### config.mk
export PLATFORM = sky130hd
export DESIGN_NAME = alu_issue
export DESIGN_NICKNAME = d
export VERILOG_FILES = /design/src/rtl/alu_issue.sv
export SDC_FILE = /design/constraint.sdc
export NUM_CORES = 1
export LEC_CHECK = 0
export ABC_CLOCK_PERIOD_IN_PS = 4450
export CORE_UTILIZATION = 45
export CTS_BUF_LIST = sky130_fd_sc_hd__clkbuf_8
export DETAILED_ROUTE_END_ITERATION = 8
export PLACE_DENSITY = 0.88
export SLEW_MARGIN = 30
export SYNTH_ARGS = -nofsm -noshare
export SYNTH_HDL_FRONTEND = slang
export SYNTH_SLANG_ARGS = --single-unit
### constraint.sdc
create_clock -name i_clk -period 4.45 [get_ports i_clk]
set_input_delay 0.89 -clock i_clk [delete_from_list [all_inputs] [get_ports i_clk]]
set_output_delay 0.89 -clock i_clk [all_outputs]
set_load 0.1 [all_outputs]
### src/rtl/alu_issue.sv
// Single-entry issue stage between an operand source and a multi-cycle ALU.
// Accepts one op, waits out ALU stalls (with timeout), and holds the tagged result until consumed.
module alu_issue #(
   parameter int unsigned MAX_WAIT = 15
) (
   input  logic        i_clk,
   input  logic        i_rst_n,
   input  logic        i_flush,
   input  logic        i_in_valid,
   output logic        o_in_ready,
   input  logic [3:0]  i_in_op,
   input  logic [31:0] i_in_a,
   input  logic [31:0] i_in_b,
   input  logic [4:0]  i_in_rd,
   output logic [3:0]  o_alu_op,
   output logic [31:0] o_alu_a,
   output logic [31:0] o_alu_b,
   input  logic [31:0] i_alu_out,
   input  logic        i_alu_stall,
   output logic        o_out_valid,
   input  logic        i_out_ready,
   output logic [31:0] o_out_data,
   output logic [4:0]  o_out_rd,
   output logic        o_out_err
);

   localparam int unsigned DW = 32;
   localparam int unsigned RW = 5;
   localparam int unsigned CW = 4;

   typedef enum logic [1:0] {
      S_IDLE = 2'd0,
      S_EXEC = 2'd1,
      S_HOLD = 2'd2
   } state_t;

   state_t          state_q, state_d;
   logic [CW-1:0]   cnt_q, cnt_d;
   logic [RW-1:0]   rd_q;
   logic            accept, capture, timeout;

   // Next state, handshake outputs and datapath enables; flush overrides everything
   always_comb begin
      state_d     = state_q;
      cnt_d       = cnt_q;
      o_in_ready  = 1'b0;
      o_out_valid = 1'b0;
      accept      = 1'b0;
      capture     = 1'b0;
      timeout     = 1'b0;
      case (state_q)
         S_IDLE: begin
            o_in_ready = 1'b1;
            if (i_in_valid) begin
               accept  = 1'b1;
               cnt_d   = '0;
               state_d = S_EXEC;
            end
         end
         S_EXEC: begin
            if (!i_alu_stall) begin
               capture = 1'b1;
               state_d = S_HOLD;
            end else if (cnt_q == CW'(MAX_WAIT)) begin
               timeout = 1'b1;
               state_d = S_HOLD;
            end else begin
               cnt_d = cnt_q + CW'(1);
            end
         end
         S_HOLD: begin
            o_out_valid = 1'b1;
            o_in_ready  = i_out_ready;
            if (i_out_ready) begin
               if (i_in_valid) begin
                  accept  = 1'b1;
                  cnt_d   = '0;
                  state_d = S_EXEC;
               end else begin
                  state_d = S_IDLE;
               end
            end
         end
         default: state_d = S_IDLE;
      endcase
      if (i_flush) begin
         state_d     = S_IDLE;
         cnt_d       = '0;
         o_in_ready  = 1'b0;
         o_out_valid = 1'b0;
         accept      = 1'b0;
         capture     = 1'b0;
         timeout     = 1'b0;
      end
      // The register is already IDLE under reset; keep the handshake closed too
      if (!i_rst_n) begin
         o_in_ready  = 1'b0;
         o_out_valid = 1'b0;
      end
   end

   always_ff @(posedge i_clk or negedge i_rst_n) begin
      if (!i_rst_n) begin
         state_q <= S_IDLE;
         cnt_q   <= '0;
      end else begin
         state_q <= state_d;
         cnt_q   <= cnt_d;
      end
   end

   // Operand/tag capture at acceptance, result capture on ALU completion or timeout
   always_ff @(posedge i_clk or negedge i_rst_n) begin
      if (!i_rst_n) begin
         o_alu_op   <= '0;
         o_alu_a    <= '0;
         o_alu_b    <= '0;
         rd_q       <= '0;
         o_out_data <= '0;
         o_out_rd   <= '0;
         o_out_err  <= 1'b0;
      end else begin
         if (accept) begin
            o_alu_op <= i_in_op;
            o_alu_a  <= i_in_a;
            o_alu_b  <= i_in_b;
            rd_q     <= i_in_rd;
         end
         if (capture) begin
            o_out_data <= i_alu_out;
            o_out_rd   <= rd_q;
            o_out_err  <= 1'b0;
         end else if (timeout) begin
            o_out_data <= DW'(0);
            o_out_rd   <= rd_q;
            o_out_err  <= 1'b1;
         end
      end
   end

endmodule

# Yosys cells after proc, flatten, opt, wreduce, memory -nomap -nowiden
# Index checks and enable logic that the tools add are counted.
# totals
regBits	117
input_bits	111
output_inout_bits	108
elab_cells	59
# op_classes
addsub	1
eq_ne	8
mux	36
reduce_logical	5
# ops
operator	n
two-way mux 32 bit	2
two-way mux 4 bit	5
two-way mux 1 bit	18
!= test 3 bit, second input constant	4
one-hot mux 4 bit (3 select lines)	1
two-way mux 2 bit	5
two-way mux 5 bit	2
one-hot mux 2 bit (3 select lines)	1
adder 4 x 1 -> 4 bit, second input constant	1
equality test 4 bit, second input constant	1
!= test 4 bit, second input constant	1
one-hot mux 1 bit (2 select lines)	2
AND reduction 4 bit	1
nonzero test 4 bit	1
AND reduction 3 bit	1
equality test 2 x 1 -> 1 bit, second input constant	1
equality test 2 bit, second input constant	1
zero test 2 bit	1
nonzero test 2 bit	1

# Depth between registers and ports, before layout
# Gate-level depths: netlist of run 1.
# depth
ltp_word	7
depth_mapped	6
ltp_nobuf	4

# Worst setup path before layout of run 1
# OpenSTA, ideal clock, no wires.
# synth_timing
path_type	input to output
start	in i_flush
end	out o_out_valid
arrival_time_ns	1.818
required_time_ns	3.560
slack_ns	1.742
cell_stages	2
path_buffers	0
cell_sequence	nor2_1 and3_1
# synth_between
elab_chain_cells	2
# synth_lines
element	line	text
start, declared	8	input logic i_flush,
two-way mux 1 bit	86	if (i_flush) begin
two-way mux 1 bit	96	if (!i_rst_n) begin
end, declared	20	output logic o_out_valid,
# Every way passes these cells.

# Final worst setup path of run 1
# layout_timing
start	in i_flush
end	out o_in_ready
# layout_between
elab_chain_cells	2
# layout_lines
element	line	text
two-way mux 1 bit	86	
two-way mux 1 bit	96	
end, declared	10	output logic o_in_ready,
# Every way passes these cells.

==> results of run 1 <==
-- per-stage QoR --
| step | utilization | area, sq um | setup WS [ns] |
|---|---|---|---|
| 6_report | 0.744 | 7230 | 1.29 |
| 4_1_cts | 0.744 | 7230 | 1.30 |
| 2_1_floorplan | - | 4480 | 1.74 |
| 3_5_place_dp | 0.695 | 6760 | 1.06 |
| 5_1_grt | 0.744 | 7230 | 1.24 |
| 3_3_place_gp | 0.693 | 6740 | 1.16 |
-- synth_stat cells (all sizes together) (2+ instances only) --
master,instances
nand2b,3
nor2,3
inv,4
nor3,2
a21oi,4
a31oi,5
dfrtp,117
nand3,3
a22o,32
mux2,78
buf,14
nand2,2
and3,3
-- metal layers --
layer  wire length, um  vias to the layer above
met4                98                        0
met5                 0                        -
met3               975                        8
met1              4490                     1633
met2              5970                      143
li1                  -                     1490
-- registers in the layout, indices dropped and copies added, names as in the netlist --
| signal | cells |
|---|---|
| o_alu_a | 32 |
| o_alu_b | 32 |
| o_out_data | 32 |
| o_out_rd | 5 |
| rd_q | 5 |
| cnt_q | 4 |
| o_alu_op | 4 |
| state_q | 2 |
| o_out_err | 1 |
-- worst min-delay path by stage --
stage / depth (start not counted) / slack [ns] / end
4_1_cts: 1 / 0.50 / o_alu_a[28]
2_1_floorplan: 1 / 0.46 / rd_q[0]
5_1_grt: 1 / 0.51 / o_alu_b[11]
3_5_place_dp: 1 / 0.48 / o_alu_a[6]
6_report: 1 / 0.49 / o_alu_a[28]
3_3_place_gp: 1 / 0.47 / o_alu_b[5]
-- final cells by class --
| class | count | area [sq um] | area share |
|---|---|---|---|
| inverters | 4 | 15.0 | 0.00208 |
| multi-input cells | 144 | 1420 | 0.197 |
| well taps | 133 | 166 | 0.0230 |
| flip-flops and latches | 117 | 2930 | 0.405 |
| repair buffers | 224 | 2230 | 0.308 |
| clock buffers | 20 | 275 | 0.0380 |
| clock inverters | 12 | 199 | 0.0275 |
-- power groups by stage --
stage	Combinational (mW)	Clock, mW	Sequential [mW]
5_1_grt	2.69	1.22	1.48
6_report	2.62	1.15	1.45
3_5_place_dp	2.63	0	1.46
4_1_cts	2.64	1.17	1.45
2_1_floorplan	0.255	0	3.14
3_3_place_gp	2.60	0	1.45
-- cell families (layout without fill, tap and decap cells) --
group                      Yosys count  count (layout)  synth area share
muxes                               78              78             0.200
DFF                                117             117             0.653
adders and majority gates            1               1           0.00279
buffers and inverters               19             260            0.0330
AOI/OAI and AO/OA                   47              47            0.0852
and+or+nand+nor                     18              18            0.0254
==> flow_metrics.env, run 1 <==
export IMPL_status="completed"
export IMPL_path_class="in2out"
export IMPL_final_antenna_net_count=0
export IMPL_clk_latency_ns=0.41
export IMPL_timing_final_hold_violations=0
export IMPL_fp_dieH_um=102
export IMPL_rsz0062_at_grt="false"
export IMPL_drive_gt1_frac=0.125
export IMPL_synth_top_area_share=0.653
export IMPL_grt_pass1_vias=3461
export IMPL_io_buffers=218
export IMPL_nFillCells=655
export IMPL_wl_mm=11.5
export IMPL_clock_sinks=117
export IMPL_ys_seq_area_frac=0.653
export IMPL_clockRootBuffer="clkbuf_8"
export IMPL_p_leak_nw=3.14
export IMPL_timing_rr_start="cnt_q[0]"
export IMPL_power_share_clock=0.220
export IMPL_grt_first_pass_wirelength_mm=17.7
export IMPL_reg2regPathDepth=5
export IMPL_cp_startpoint="i_flush"
export IMPL_yosys_warnings=0
export IMPL_ys_ff_latch=117
export IMPL_cp_end_kind="output port"
export IMPL_hp_class="reg2reg"
export IMPL_drtIter0Drc=82
export IMPL_htree_levels=4
export IMPL_wl_per_cell_um=17.6
export IMPL_fmax_mhz=316
export IMPL_path_max_fanout=5
export IMPL_power_internal_mw=2.66
export IMPL_stdcell_count=654
export IMPL_drv_cap=0
export IMPL_power_density_mw_per_mm2=721
export IMPL_grtUsageTotal=0.228
export IMPL_final_cell_mix="215 x clkdlybuf4s50_1, 117 x dfrtp_1, 59 x mux2_1"
export IMPL_irDropWorstVdd_uv=393
export IMPL_synthFlopType="dfrtp_1"
export IMPL_endpoint="o_in_ready"
export IMPL_cts_hold_repair_buffers=0
export IMPL_final_min_clock_period_ns=3.16
export IMPL_path_clk_slew_ns=0.06
export IMPL_synth_area_leader_cell="dfrtp_1"
export IMPL_final_max_slew_viol_count=0
export IMPL_crit_family="buffers and inverters"
export IMPL_worstHoldStart="o_alu_a[28]"
export IMPL_grt_use_met3=0.0801
export IMPL_max_stage_delay_ns=0.56
export IMPL_pwr_share_seq=0.277
export IMPL_cts_tree="done"
export IMPL_area_growth_pct=61.5
export IMPL_cts_made_buffers=17
export IMPL_rows=36
export IMPL_dp_hpwl_mm=8.25
export IMPL_start_util=0.461
export IMPL_gp_congestion=0.761
export IMPL_diodes=0
export IMPL_dieArea_sq_mm=0.0104
export IMPL_total_power_mw=5.22
export IMPL_post_cts_buffers=0
export IMPL_synth_area_per_cell_sq_um=16.0
export IMPL_arrival_ns=2.27
export IMPL_nets=620
export IMPL_worst_pin_slew_ns=1.01
export IMPL_cp_num_cells=4
export IMPL_vias=3274
export IMPL_drtPass1Iterations=6
export IMPL_synthTopCellsByArea="dfrtp_1 65%, mux2_1 15%, a22o_1 6.3%"
export IMPL_crit_path_top_delay_cell="clkdlybuf4s50_1"
export IMPL_ios=219
export IMPL_pwr_share_comb=0.502
export IMPL_tns_ns=0
export IMPL_antenna_found_initial=0
export IMPL_crit_reg2reg_capture="o_out_rd[4]"
export IMPL_path_cells="clkdlybuf4s50_1, nor2_1, and3_1, buf_4"
export IMPL_whs_ns=0.488
export IMPL_globalRouteMet2Util=0.393
export IMPL_core_area_sq_mm=0.00973
export IMPL_overflow=0
export IMPL_synth_edff_count=0
export IMPL_yosysUniqueCellTypes=28
export IMPL_synth_fp_nets=392
export IMPL_die_w_um=102
export IMPL_startpoint_type="input port"
export IMPL_syn_inst=280
export IMPL_ctsResizeCount=0
export IMPL_grt_busiest_layer="met2"
export IMPL_rrSetupSlack_ns=2.13
export IMPL_ctsLongestPathBuffers=2
export IMPL_slew_headroom=0.326
export IMPL_netlist_area_sq_mm=0.00448
export IMPL_final_common_cell="clkdlybuf4s50_1"
export IMPL_synth_async_reset_ratio=1.00
export IMPL_post_route_period_util=0.711
export IMPL_drc=0
export IMPL_setup_viol=0
export IMPL_clock_skew_final_ns=0.0167
export IMPL_path_buf_inv=2
export IMPL_p_switching_mw=2.56
export IMPL_vias_per_cell=5.01
export IMPL_grt_max_degree=61
export IMPL_critPathRequiredTime_ns=3.56
export IMPL_dpl_cell_count=622
export IMPL_p_sw_frac=0.490
export IMPL_grt_use_met1=0.264
Note: power is estimated with default switching activity, not from simulation.
==> run 2: changes to the inputs <==
ABC_CLOCK_PERIOD_IN_PS = 3150   (was 4450)
CORE_UTILIZATION = 42   (was 45)
PLACE_DENSITY = 0.83   (was 0.88)
clock period = 3.15 ns   (was 4.45 ns; I/O delays follow)
==> flow_metrics.env, run 2 (same netlist as run 1, synthesis figures left out) <==
export IMPL_drv_cap=0
export IMPL_slew_headroom=0.572
export IMPL_path_clk_slew_ns=0.07
export IMPL_drtPass1Iterations=4
export IMPL_startpoint_type="input port"
export IMPL_ctsResizeCount=0
export IMPL_area_growth_pct=54.3
export IMPL_overflow=0
export IMPL_drc=0
export IMPL_final_antenna_net_count=0
export IMPL_clockRootBuffer="clkbuf_8"
export IMPL_hp_class="in2async"
export IMPL_final_max_slew_viol_count=0
export IMPL_reg2regPathDepth=5
export IMPL_tns_ns=0
export IMPL_cts_hold_repair_buffers=0
export IMPL_worst_pin_slew_ns=0.642
export IMPL_arrival_ns=1.91
export IMPL_p_leak_nw=3.24
export IMPL_fmax_mhz=393
export IMPL_setup_viol=0
export IMPL_cp_startpoint="i_flush"
export IMPL_vias=3239
export IMPL_critPathRequiredTime_ns=2.52
export IMPL_grt_pass1_vias=3309
export IMPL_cp_end_kind="output port"
export IMPL_gp_congestion=0.804
export IMPL_irDropWorstVdd_uv=534
export IMPL_final_min_clock_period_ns=2.54
export IMPL_start_util=0.434
export IMPL_drive_gt1_frac=0.320
export IMPL_ios=219
export IMPL_vias_per_cell=4.95
export IMPL_nets=621
export IMPL_rsz0062_at_grt="false"
export IMPL_rows=37
export IMPL_post_cts_buffers=0
export IMPL_final_cell_mix="117 x dfrtp_1, 112 x buf_4, 109 x clkdlybuf4s50_1"
export IMPL_cts_tree="done"
export IMPL_grtUsageTotal=0.201
export IMPL_wl_per_cell_um=16.6
export IMPL_fp_dieH_um=105
export IMPL_antenna_found_initial=0
export IMPL_endpoint="o_in_ready"
export IMPL_dp_hpwl_mm=7.95
export IMPL_wl_mm=10.8
export IMPL_htree_levels=4
export IMPL_clock_skew_final_ns=0.00739
export IMPL_drtIter0Drc=85
export IMPL_whs_ns=0.348
export IMPL_rrSetupSlack_ns=1.13
export IMPL_core_area_sq_mm=0.0103
export IMPL_io_buffers=218
export IMPL_total_power_mw=6.93
export IMPL_dieArea_sq_mm=0.0111
export IMPL_grt_max_degree=75
export IMPL_ctsLongestPathBuffers=2
export IMPL_grt_first_pass_wirelength_mm=17.0
export IMPL_clock_sinks=117
export IMPL_post_route_period_util=0.807
export IMPL_timing_final_hold_violations=0
export IMPL_power_density_mw_per_mm2=1000
export IMPL_timing_rr_start="cnt_q[0]"
export IMPL_path_class="in2out"
export IMPL_top_regs="o_alu_a (32), o_alu_b (32), o_out_data (32)"
export IMPL_clk_latency_ns=0.41
export IMPL_cts_made_buffers=17
export IMPL_crit_reg2reg_capture="o_out_data[9]"
export IMPL_status="completed"
export IMPL_die_w_um=105
export IMPL_final_common_cell="dfrtp_1"
export IMPL_path_max_fanout=5
run 2: routing by layer:
layer	track usage	vias up	part of all wire
met2	0.327	150	0.50
li1	-	1485	-
met3	0.0779	14	0.082
met4	0.0654	0	0.014
met1	0.246	1590	0.40
met5	0	-	0
run 2: area by class of cell:
| type | instances | area, sq um |
|---|---|---|
| diodes | 1 | 2.50 |
| clock buffers | 21 | 289 |
| clock inverters | 7 | 82.6 |
| fillers | 741 | 3410 |
| inverters | 4 | 15.0 |
| multi-input cells | 144 | 1420 |
| flip-flops and latches | 117 | 2930 |
| well taps | 136 | 170 |
| repair buffers | 225 | 2000 |
run 2: power by group:
part           internal (mW)  switching, mW
logic                  0.789           2.79
registers               1.85          0.204
clock network          0.760          0.538
run 2: worst min-delay path by stage:
stage	start	to	slack [ns]	cells past startpoint
2_1_floorplan	i_rst_n	cnt_q[0]	0.33	0
3_3_place_gp	o_alu_a[17]	o_alu_a[17]	0.47	1
3_5_place_dp	o_alu_b[8]	o_alu_b[8]	0.48	1
4_1_cts	i_rst_n	o_alu_b[13]	0.48	2
5_1_grt	i_rst_n	o_alu_b[13]	0.38	2
6_report	i_rst_n	o_alu_b[13]	0.35	2
run 2: through the flow:
step / area, sq um / utilization / setup slack, ns / std cells
floorplan: 4480 / - / 0.962 / 280
global placement: 6540 / 0.633 / 0.630 / 626
detailed placement: 6540 / 0.633 / 0.560 / 626
CTS: 6910 / 0.669 / 0.593 / 654
global route: 6910 / 0.669 / 0.541 / 654
finish: 6910 / 0.670 / 0.607 / 655
run 2: worst max-delay path, stage by stage:
cell,delay [ns]
clkdlybuf4s50_1,0.55
nor2_1,0.29
and3_1,0.26
buf_12,0.18
